## src/rtl/ariane_pkg.sv

```systemverilog
// -----------------------------------------------------------------------------
// ariane_pkg
// Shared types for the store-port arbiter slice.
//   store_port_req_t   : one store request (address, data, byte enables, size)
//   store_arb_state_e  : arbiter FSM state (IDLE = buffer empty, HOLD = store held)
//   wrap_idx()         : modulo helper used by the round-robin search
// -----------------------------------------------------------------------------
package ariane_pkg;

    localparam int PLEN         = 56;
    localparam int STORE_DATA_W = 64;

    typedef struct packed {
        logic [PLEN-1:0]             address;
        logic [STORE_DATA_W-1:0]     data;
        logic [STORE_DATA_W/8-1:0]   be;
        logic [1:0]                  size;
    } store_port_req_t;

    typedef enum logic {
        ST_IDLE = 1'b0,
        ST_HOLD = 1'b1
    } store_arb_state_e;

    // Wraps an index that has stepped at most one full lap past n-1.
    function automatic int wrap_idx(input int i, input int n);
        return (i >= n) ? (i - n) : i;
    endfunction

endpackage

```

## src/rtl/store_arb_rr.sv

```systemverilog
// -----------------------------------------------------------------------------
// store_arb_rr
// Combinational winner selection: the first requesting index strictly after
// i_ptr, wrapping NR_PORTS-1 -> 0. Driving i_ptr with NR_PORTS-1 turns this
// into a fixed ascending-priority picker (port 0 first).
// Ports:
//   i_req   [NR_PORTS]  request vector
//   i_ptr   [IDX_W]     index of the previous winner
//   o_gnt   [NR_PORTS]  one-hot grant (zero when nothing requests)
//   o_idx   [IDX_W]     binary index of the granted requester
//   o_valid             any request present
// -----------------------------------------------------------------------------
module store_arb_rr
    import ariane_pkg::*;
#(
    parameter  int NR_PORTS = 2,
    localparam int IDX_W    = $clog2(NR_PORTS)
) (
    input  logic [NR_PORTS-1:0] i_req,
    input  logic [IDX_W-1:0]    i_ptr,
    output logic [NR_PORTS-1:0] o_gnt,
    output logic [IDX_W-1:0]    o_idx,
    output logic                o_valid
);

    always_comb begin
        int               v_cand;
        logic [IDX_W-1:0] v_idx;
        logic             v_found;

        o_gnt   = '0;
        o_idx   = '0;
        v_found = 1'b0;
        v_cand  = 0;
        v_idx   = '0;
        // Offsets 1..NR_PORTS: the previous winner is visited last.
        for (int k = 1; k <= NR_PORTS; k++) begin
            v_cand = wrap_idx(int'(i_ptr) + k, NR_PORTS);
            v_idx  = v_cand[IDX_W-1:0];
            if (!v_found && i_req[v_idx]) begin
                v_found      = 1'b1;
                o_gnt[v_idx] = 1'b1;
                o_idx        = v_idx;
            end
        end
        o_valid = v_found;
    end

endmodule

```

## src/rtl/store_port_arbiter.sv

```systemverilog
// -----------------------------------------------------------------------------
// store_port_arbiter
// Shares the D$ write port between NR_PORTS store requesters through a
// one-entry holding buffer. A store is accepted (gnt_o pulse) when the buffer
// is empty or is being drained in the same cycle, so back-to-back stores flow
// at one per cycle.
// Build option: define STORE_ARB_FIXED_PRIO_EN for fixed priority (port 0
// highest, ascending order); otherwise round-robin with a last-winner pointer.
// Ports:
//   clk_i, rst_ni        clock, synchronous active-low reset
//   req_i, req_payload_i per-requester valid and store payload
//   gnt_o                one-hot acceptance pulse
//   dcache_req_o         held store valid
//   dcache_payload_o     held store payload
//   dcache_gnt_i         downstream accepted the held store
//   busy_o               buffer occupied (state == HOLD)
//   winner_id_o          requester index of the held store
// -----------------------------------------------------------------------------
module store_port_arbiter
    import ariane_pkg::*;
#(
    parameter  int NR_PORTS = 2,
    parameter  int DATA_W   = 64,
    localparam int IDX_W    = $clog2(NR_PORTS)
) (
    input  logic                             clk_i,
    input  logic                             rst_ni,
    input  logic [NR_PORTS-1:0]              req_i,
    input  store_port_req_t [NR_PORTS-1:0]   req_payload_i,
    output logic [NR_PORTS-1:0]              gnt_o,
    output logic                             dcache_req_o,
    output store_port_req_t                  dcache_payload_o,
    input  logic                             dcache_gnt_i,
    output logic                             busy_o,
    output logic [IDX_W-1:0]                 winner_id_o
);

    if (DATA_W != STORE_DATA_W) begin : g_bad_data_w
        $error("DATA_W must match ariane_pkg::STORE_DATA_W");
    end
    if (NR_PORTS < 2 || NR_PORTS > 4) begin : g_bad_nr_ports
        $error("NR_PORTS must be in 2..4");
    end

    store_arb_state_e      r_state;
    store_arb_state_e      w_state_nxt;
    store_port_req_t       r_payload;
    logic [IDX_W-1:0]      r_winner_id;
    logic [IDX_W-1:0]      w_ptr;
    logic [NR_PORTS-1:0]   w_rr_gnt;
    logic [IDX_W-1:0]      w_rr_idx;
    logic                  w_rr_valid;
    logic                  w_accept;
    logic                  w_take;

    store_arb_rr #(
        .NR_PORTS (NR_PORTS)
    ) u_rr (
        .i_req   (req_i),
        .i_ptr   (w_ptr),
        .o_gnt   (w_rr_gnt),
        .o_idx   (w_rr_idx),
        .o_valid (w_rr_valid)
    );

`ifdef STORE_ARB_FIXED_PRIO_EN
    // Constant "previous winner" of NR_PORTS-1 makes the search start at port 0.
    assign w_ptr = IDX_W'(NR_PORTS - 1);
`else
    logic [IDX_W-1:0] r_ptr;

    always_ff @(posedge clk_i) begin
        if (!rst_ni) begin
            r_ptr <= IDX_W'(NR_PORTS - 1);
        end else if (w_take) begin
            r_ptr <= w_rr_idx;
        end
    end

    assign w_ptr = r_ptr;
`endif

    // The buffer can take a new store when empty, or when it drains this cycle.
    // Reset suppresses acceptance so nothing is granted that would be discarded.
    assign w_accept = rst_ni && ((r_state == ST_IDLE) || dcache_gnt_i);
    assign w_take   = w_accept && w_rr_valid;
    assign gnt_o    = w_take ? w_rr_gnt : '0;

    always_comb begin
        w_state_nxt = r_state;
        case (r_state)
            ST_IDLE: if (w_rr_valid) w_state_nxt = ST_HOLD;
            ST_HOLD: if (dcache_gnt_i && !w_rr_valid) w_state_nxt = ST_IDLE;
            default: w_state_nxt = ST_IDLE;
        endcase
    end

    always_ff @(posedge clk_i) begin
        if (!rst_ni) begin
            r_state     <= ST_IDLE;
            r_payload   <= '0;
            r_winner_id <= '0;
        end else begin
            r_state <= w_state_nxt;
            if (w_take) begin
                r_payload   <= req_payload_i[w_rr_idx];
                r_winner_id <= w_rr_idx;
            end
        end
    end

    assign dcache_req_o     = (r_state == ST_HOLD);
    assign busy_o           = (r_state == ST_HOLD);
    assign dcache_payload_o = r_payload;
    assign winner_id_o      = r_winner_id;

endmodule

```

## config.mk

```make
export PLATFORM = sky130hd
export DESIGN_NAME = store_port_arbiter
export DESIGN_NICKNAME = d
export VERILOG_FILES = /design/src/rtl/ariane_pkg.sv /design/src/rtl/store_arb_rr.sv /design/src/rtl/store_port_arbiter.sv
export SDC_FILE = /design/constraint.sdc
export NUM_CORES = 1
export LEC_CHECK = 0
export BUFFER_PORTS_ARGS = -buffer_cell sky130_fd_sc_hd__buf_2
export CAP_MARGIN = 20
export CELL_PAD_IN_SITES_DETAIL_PLACEMENT = 0
export CELL_PAD_IN_SITES_GLOBAL_PLACEMENT = 2
export CORE_MARGIN = 1.5
export CORE_UTILIZATION = 25
export DETAILED_ROUTE_END_ITERATION = 8
export PLACE_DENSITY = 0.79
export SYNTH_ARGS = -nofsm -noshare
export SYNTH_HDL_FRONTEND = slang
export SYNTH_HIERARCHICAL = 1
export SYNTH_SLANG_ARGS = --single-unit
```

## constraint.sdc

```tcl
create_clock -name clk_i -period 2 [get_ports clk_i]
set_clock_uncertainty 0.2 [all_clocks]
set_input_delay 0.1 -clock clk_i [delete_from_list [all_inputs] [get_ports clk_i]]
set_output_delay 0.1 -clock clk_i [all_outputs]
set_load 0.005 [all_outputs]
```

Word-level counts from Yosys, hierarchy flattened
Cells that the tools add are included.
{ "totals": {"register_bits": 133, "inputBits": 265, "out_inout_bits": 135, "word_cells": 51} }
{ "classes": {"n_addsub": 4, "n_lt_le_gt_ge": 7, "n_mux": 22, "bitwise": 2, "n_reduce_logical": 9} }
{ "ops": {"columns": ["op", "n"], "rows": [
  ["130-bit two-way mux", 2],
  ["1-bit two-way mux", 14],
  ["1-bit logical AND", 6],
  ["1-bit by 2-bit less-than comparator with 1-bit output, second input constant", 3],
  ["2-bit two-way mux", 3],
  ["1-bit by 2-bit adder with 3-bit output, second input constant", 1],
  ["3-bit by 2-bit >= comparator with 1-bit output, second input constant", 1],
  ["1-bit by 1-bit adder with 2-bit output, second input constant", 1],
  ["1-bit demux with 1-bit select", 2],
  ["1-bit >= comparator, second input constant", 2],
  ["2-bit >= comparator, second input constant", 1],
  ["1-bit logical NOT", 2],
  ["2-bit bitwise OR", 1],
  ["1-bit case mux with 2 select lines", 1],
  ["1-bit subtractor, second input constant", 2],
  ["1-bit logical OR", 1],
  ["1-bit inverter", 1]
]} }

Logic depth before layout (Yosys ltp)
{ "depth": {"word_depth": 13, "depth_mapped": 7, "mapped_depth_nobuf": 4} }

By module
Netlist, hierarchy kept.
{ "by_module_without_submodules": {"columns": ["mod", "n_inst", "cells_per_inst", "area_per_inst_um2", "seq_area_each_um2"], "rows": [
  ["store_port_arbiter", 1, 613, 6801.5, 2662.6],
  ["store_arb_rr", 1, 5, 32.5, 0.0]
]} }

Worst setup path after synthesis
Ideal clock, no wire load.
{ "synth_timing": {"path_type": "register to register", "from": "register r_ptr", "to": "register r_payload, in the netlist dcache_payload_o[70]", "arrival_time_ps": 1249, "required_ps": 1654, "setup_slack_ps": 405, "stages_incl_launch_ff": 7, "path_buffers": 3, "period_less_slack_ps": 1595, "cell_sequence": "dfxtp_1 -> a21boi_0 -> buf_4 -> buf_6 -> clkbuf_4 -> mux2i_1 -> a211oi_2"} }
{ "synth_via": {"elab_chain_cells": 11, "word_cells_on_any_way": 21, "classes_between": "add/sub (4); order compare (2); mux (12); reduce/logical (3)"} }
{ "synth_rtl": {"columns": ["item", "line", "rtl"], "rows": [
  ["start, declared", "store_port_arbiter.sv:70", "logic [IDX_W-1:0] r_ptr;"],
  ["start signal, assigned", "store_port_arbiter.sv:74", "r_ptr <= IDX_W'(NR_PORTS - 1);"],
  ["start signal, assigned", "store_port_arbiter.sv:76", "r_ptr <= w_rr_idx;"],
  ["parallel branches: the longest is 8 deep, another holds 1-bit by 2-bit adder with 3-bit output", null, null],
  ["1-bit two-way mux (*)", "store_arb_rr.sv:40", "if (!v_found && i_req[v_idx]) begin"],
  ["via w_rr_idx", "store_port_arbiter.sv:51", "logic [IDX_W-1:0] w_rr_idx;"],
  ["130-bit two-way mux (implied by the code) (*) (2 in series)", "store_port_arbiter.sv:106", "r_payload <= req_payload_i[w_rr_idx];"],
  ["end signal, assigned", "store_port_arbiter.sv:106", null],
  ["end, declared", "store_port_arbiter.sv:47", "store_port_req_t r_payload;"]
]} }
Mark *: on every way through the listed nets, which the timed path passes. The select of a mux whose other input is x is not followed.
A chain may end at the register's enable or synchronous reset.

Worst setup path after layout
{ "layout_timing": {"from": "input rst_ni", "to": "output gnt_o[0]"} }
{ "layout_via": {"elab_chain_cells": 3} }
{ "layout_rtl": {"columns": ["item", "line", "rtl"], "rows": [
  ["start, declared", "store_port_arbiter.sv:27", "input logic rst_ni,"],
  ["1-bit logical AND", "store_port_arbiter.sv:85", "assign w_accept = rst_ni && ((r_state == ST_IDLE) || dcache_gnt_i);"],
  ["1-bit logical AND", "store_port_arbiter.sv:86", "assign w_take = w_accept && w_rr_valid;"],
  ["2-bit two-way mux", "store_port_arbiter.sv:87", "assign gnt_o = w_take ? w_rr_gnt : '0;"],
  ["end, declared", "store_port_arbiter.sv:30", "output logic [NR_PORTS-1:0] gnt_o,"]
]} }
Every way passes these cells.

==> flow_metrics.env <==
export IMPL_r2r_start="r_ptr$_SDFFE_PN1P_"
export IMPL_antenna_found_initial=0
export IMPL_outcome="finished, final reports clean"
export IMPL_vias=7387
export IMPL_p_leak_nw=5.40
export IMPL_yosysSeqAreaShare_pct=39.0
export IMPL_ctsRootBufferMaster="clkbuf_16"
export IMPL_cts_tree="done"
export IMPL_vias_per_cell=4.58
export IMPL_slew_headroom_pct=70.7
export IMPL_syn_nets=883
export IMPL_fin_area_mm2=0.0123
export IMPL_pin_count=400
export IMPL_antennaDiodeCount=0
export IMPL_start_util_pct=25.4
export IMPL_cts_setup_buffers=0
export IMPL_cts_path_max_buffers=2
export IMPL_die_h_um=168
export IMPL_port_buffers=399
export IMPL_clk_latency_ns=0.41
export IMPL_nFillCells=2480
export IMPL_die_x_um=168
export IMPL_path_clk_slew_ns=0.06
export IMPL_grt_usage_pct=18.0
export IMPL_placed_cell_area_mm2=0.00917
export IMPL_end_kind="output port"
export IMPL_core_mm2=0.0269
export IMPL_dr_pass1_iters=4
export IMPL_grt_pass1_vias=7763
export IMPL_rsz0062_at_grt="false"
export IMPL_synthCells=618
export IMPL_syn_avg_cell_area_um2=11.1
export IMPL_hold_violations=0
export IMPL_drc=0
export IMPL_wl_per_cell_um=16.3
export IMPL_cts_sinks=133
export IMPL_place_hpwl_um=16500
export IMPL_cp_arrival_ns=1.49
export IMPL_overflow=0
export IMPL_r2r_slack_ns=0.22
export IMPL_ir_drop_v=0.000364
export IMPL_maxSlewViolCount=0
export IMPL_ant_nets=0
export IMPL_synth_top_area_share_pct=39.0
export IMPL_r2r_worst_path_cells=5
export IMPL_final_util_pct=45.9
export IMPL_fin_setup_tns_ns=0
export IMPL_grt_first_pass_wirelength_um=40200
export IMPL_synth_area_leaders="dfxtp_1 (39%), mux2i_1 (19%), a211oi_2 (12%), a21oi_2 (8.6%), a211oi_1 (7.0%)"
export IMPL_period_minus_slack_ns=1.79
export IMPL_hold_path_class="in -> reg"
export IMPL_die_area_mm2=0.0283
export IMPL_start_kind="input pin"
export IMPL_wirelength_um=26300
export IMPL_layout_cells_non_filler=1612
export IMPL_final_nets=1523
export IMPL_setup_viol=0
export IMPL_regArea_mm2=0.00266
export IMPL_rr_endpoint="dcache_payload_o[15]$_SDFFE_PN0P_"
export IMPL_drive_gt1_share_pct=47.3
export IMPL_drtIter0Drc=278
export IMPL_hold_depth=4
export IMPL_synth_top_area_cell="dfxtp_1"
export IMPL_period_share_pct=89.7
export IMPL_cap_violations=0
export IMPL_min_to="r_ptr$_SDFFE_PN1P_"
export IMPL_max_freq_mhz=558
export IMPL_path_max_fanout=23
export IMPL_netlist_area_mm2=0.00683
export IMPL_place_inst=1317
export IMPL_powerDensity_mw_per_mm2=654
export IMPL_grt_max_degree=68
export IMPL_hold_slack_ns=0.0226
export IMPL_crit_type="in -> out"
export IMPL_required_ns=1.70
export IMPL_ctsResizeCount=0
export IMPL_area_delta_synth_final_pct=80.7
export IMPL_ys_seq_elements=133
export IMPL_min_from="dcache_gnt_i"
export IMPL_yosys_warnings=6
export IMPL_multiInputGateArea_mm2=0.00365
export IMPL_synth_distinct_cells=28
export IMPL_worst_pin_slew_ns=0.439
export IMPL_htreeDepth=4
export IMPL_gp_congestion=0.730
export IMPL_rows=60
export IMPL_cts_made_buffers=17
export IMPL_cts_hold_buffers=263
[critical path: stages]
cell	delay (ns)
dlygate4sd3_1	0.53
buf_2	0.17
and2_4	0.19
buf_12	0.20
and3_1	0.17
buf_2	0.12
[cell families (layout without fill, tap and decap cells)]
family                 count (synthesis)  after routing  share of synthesized area [%]
multiplexers                         130            130                           19.0
AO/OA/AOI/OAI                        266            266                           33.0
flip-flops                           133            133                           39.0
buffers and inverters                 76            729                           8.04
AND/OR/NAND/NOR                       13             13                          0.989
[layout make-up]
type                    count  share of cell area (%)
well taps                 341                    3.45
inverters                   2                   0.101
clock buffers              20                    3.62
clock inverters            12                   0.790
repair buffers            695                    40.9
multi-input cells         409                    29.6
flip-flops and latches    133                    21.6
[state kept, by name, summed over array words and instances, names as in the netlist]
register	flops
r_ptr	1
busy_o	1
winner_id_o	1
dcache_payload_o	130
[synth_stat cells]
| library cell | instances |
|---|---|
| a211oi_1 | 64 |
| buf_1 | 2 |
| and3_1 | 2 |
| a21oi_1 | 64 |
| a21oi_2 | 67 |
| buf_2 | 21 |
| mux2i_1 | 130 |
| clkbuf_4 | 2 |
| nor3_1 | 1 |
| or2_1 | 1 |
| buf_6 | 2 |
| a21boi_1 | 1 |
| a211oi_2 | 67 |
| dfxtp_1 | 133 |
| buf_4 | 24 |
| o21ai_0 | 1 |
| and2_1 | 1 |
| inv_2 | 1 |
| nand2_1 | 1 |
| buf_12 | 7 |
| nor2_1 | 4 |
| a21boi_0 | 2 |
| nand3_1 | 1 |
| and2b_1 | 1 |
| nand2b_1 | 1 |
| buf_8 | 1 |
| clkbuf_1 | 15 |
| inv_1 | 1 |
[report_power, final]
part,total [W],internal [W],switching [W]
registers,0.00301,0.00288,0.000134
clock network,0.00293,0.00164,0.00130
logic,0.00213,0.00117,0.000956
total,0.00808,0.00569,0.00239
[per-stage QoR]
stage          setup WS (ns)  total power [W]
6_report               0.206          0.00808
5_1_grt                0.126          0.00851
4_1_cts                0.176          0.00818
3_5_place_dp           0.209          0.00479
3_3_place_gp           0.259          0.00478
2_1_floorplan          0.405          0.00407
[per-layer routing]
metal  up-vias  track usage (%)  part of all wire, %
met3        48             4.28                  6.1
met1      3409             19.9                   41
met2       304             32.3                   49
met5         -                0                    0
met4         0             8.93                  3.3
li1       3626                -                    -
[cell usage in the layout (no fill, tap or decap)]
cell | synthesis | routed
buf_2 | 21 | 399
dlygate4sd3_1 | 0 | 263
dfxtp_1 | 133 | 133
mux2i_1 | 130 | 130
a21oi_2 | 67 | 67
a211oi_2 | 67 | 67
a21oi_1 | 64 | 64
a211oi_1 | 64 | 64
buf_4 | 24 | 19
clkbuf_16 | 0 | 17
buf_12 | 7 | 14
clkinvlp_4 | 0 | 6
inv_6 | 0 | 5
nor2_1 | 4 | 3
and3_1 | 2 | 2
clkbuf_1 | 15 | 2
clkinv_4 | 0 | 2
nand2b_4 | 0 | 1
and2_4 | 0 | 1
and2b_1 | 1 | 1
nand2_1 | 1 | 1
nor2_4 | 0 | 1
nor3_1 | 1 | 1
nand3_1 | 1 | 1
o21ai_0 | 1 | 1
clkbuf_8 | 0 | 1
inv_1 | 1 | 1
a21boi_1 | 1 | 1
or2_1 | 1 | 1
a21boi_4 | 0 | 1
a21boi_0 | 2 | 1
[worst max path at each step]
stage,startpoint,endpoint,slack [ns]
final,rst_ni,gnt_o[0],0.21
after global placement,r_ptr$_SDFFE_PN1P_,dcache_payload_o[15]$_SDFFE_PN0P_,0.26
after detailed placement,r_ptr$_SDFFE_PN1P_,dcache_payload_o[15]$_SDFFE_PN0P_,0.21
after CTS,rst_ni,gnt_o[0],0.18
after global routing,rst_ni,gnt_o[1],0.13
after floorplan,r_ptr$_SDFFE_PN1P_,dcache_payload_o[70]$_SDFFE_PN0P_,0.41
(Power assumes the default switching activity.)
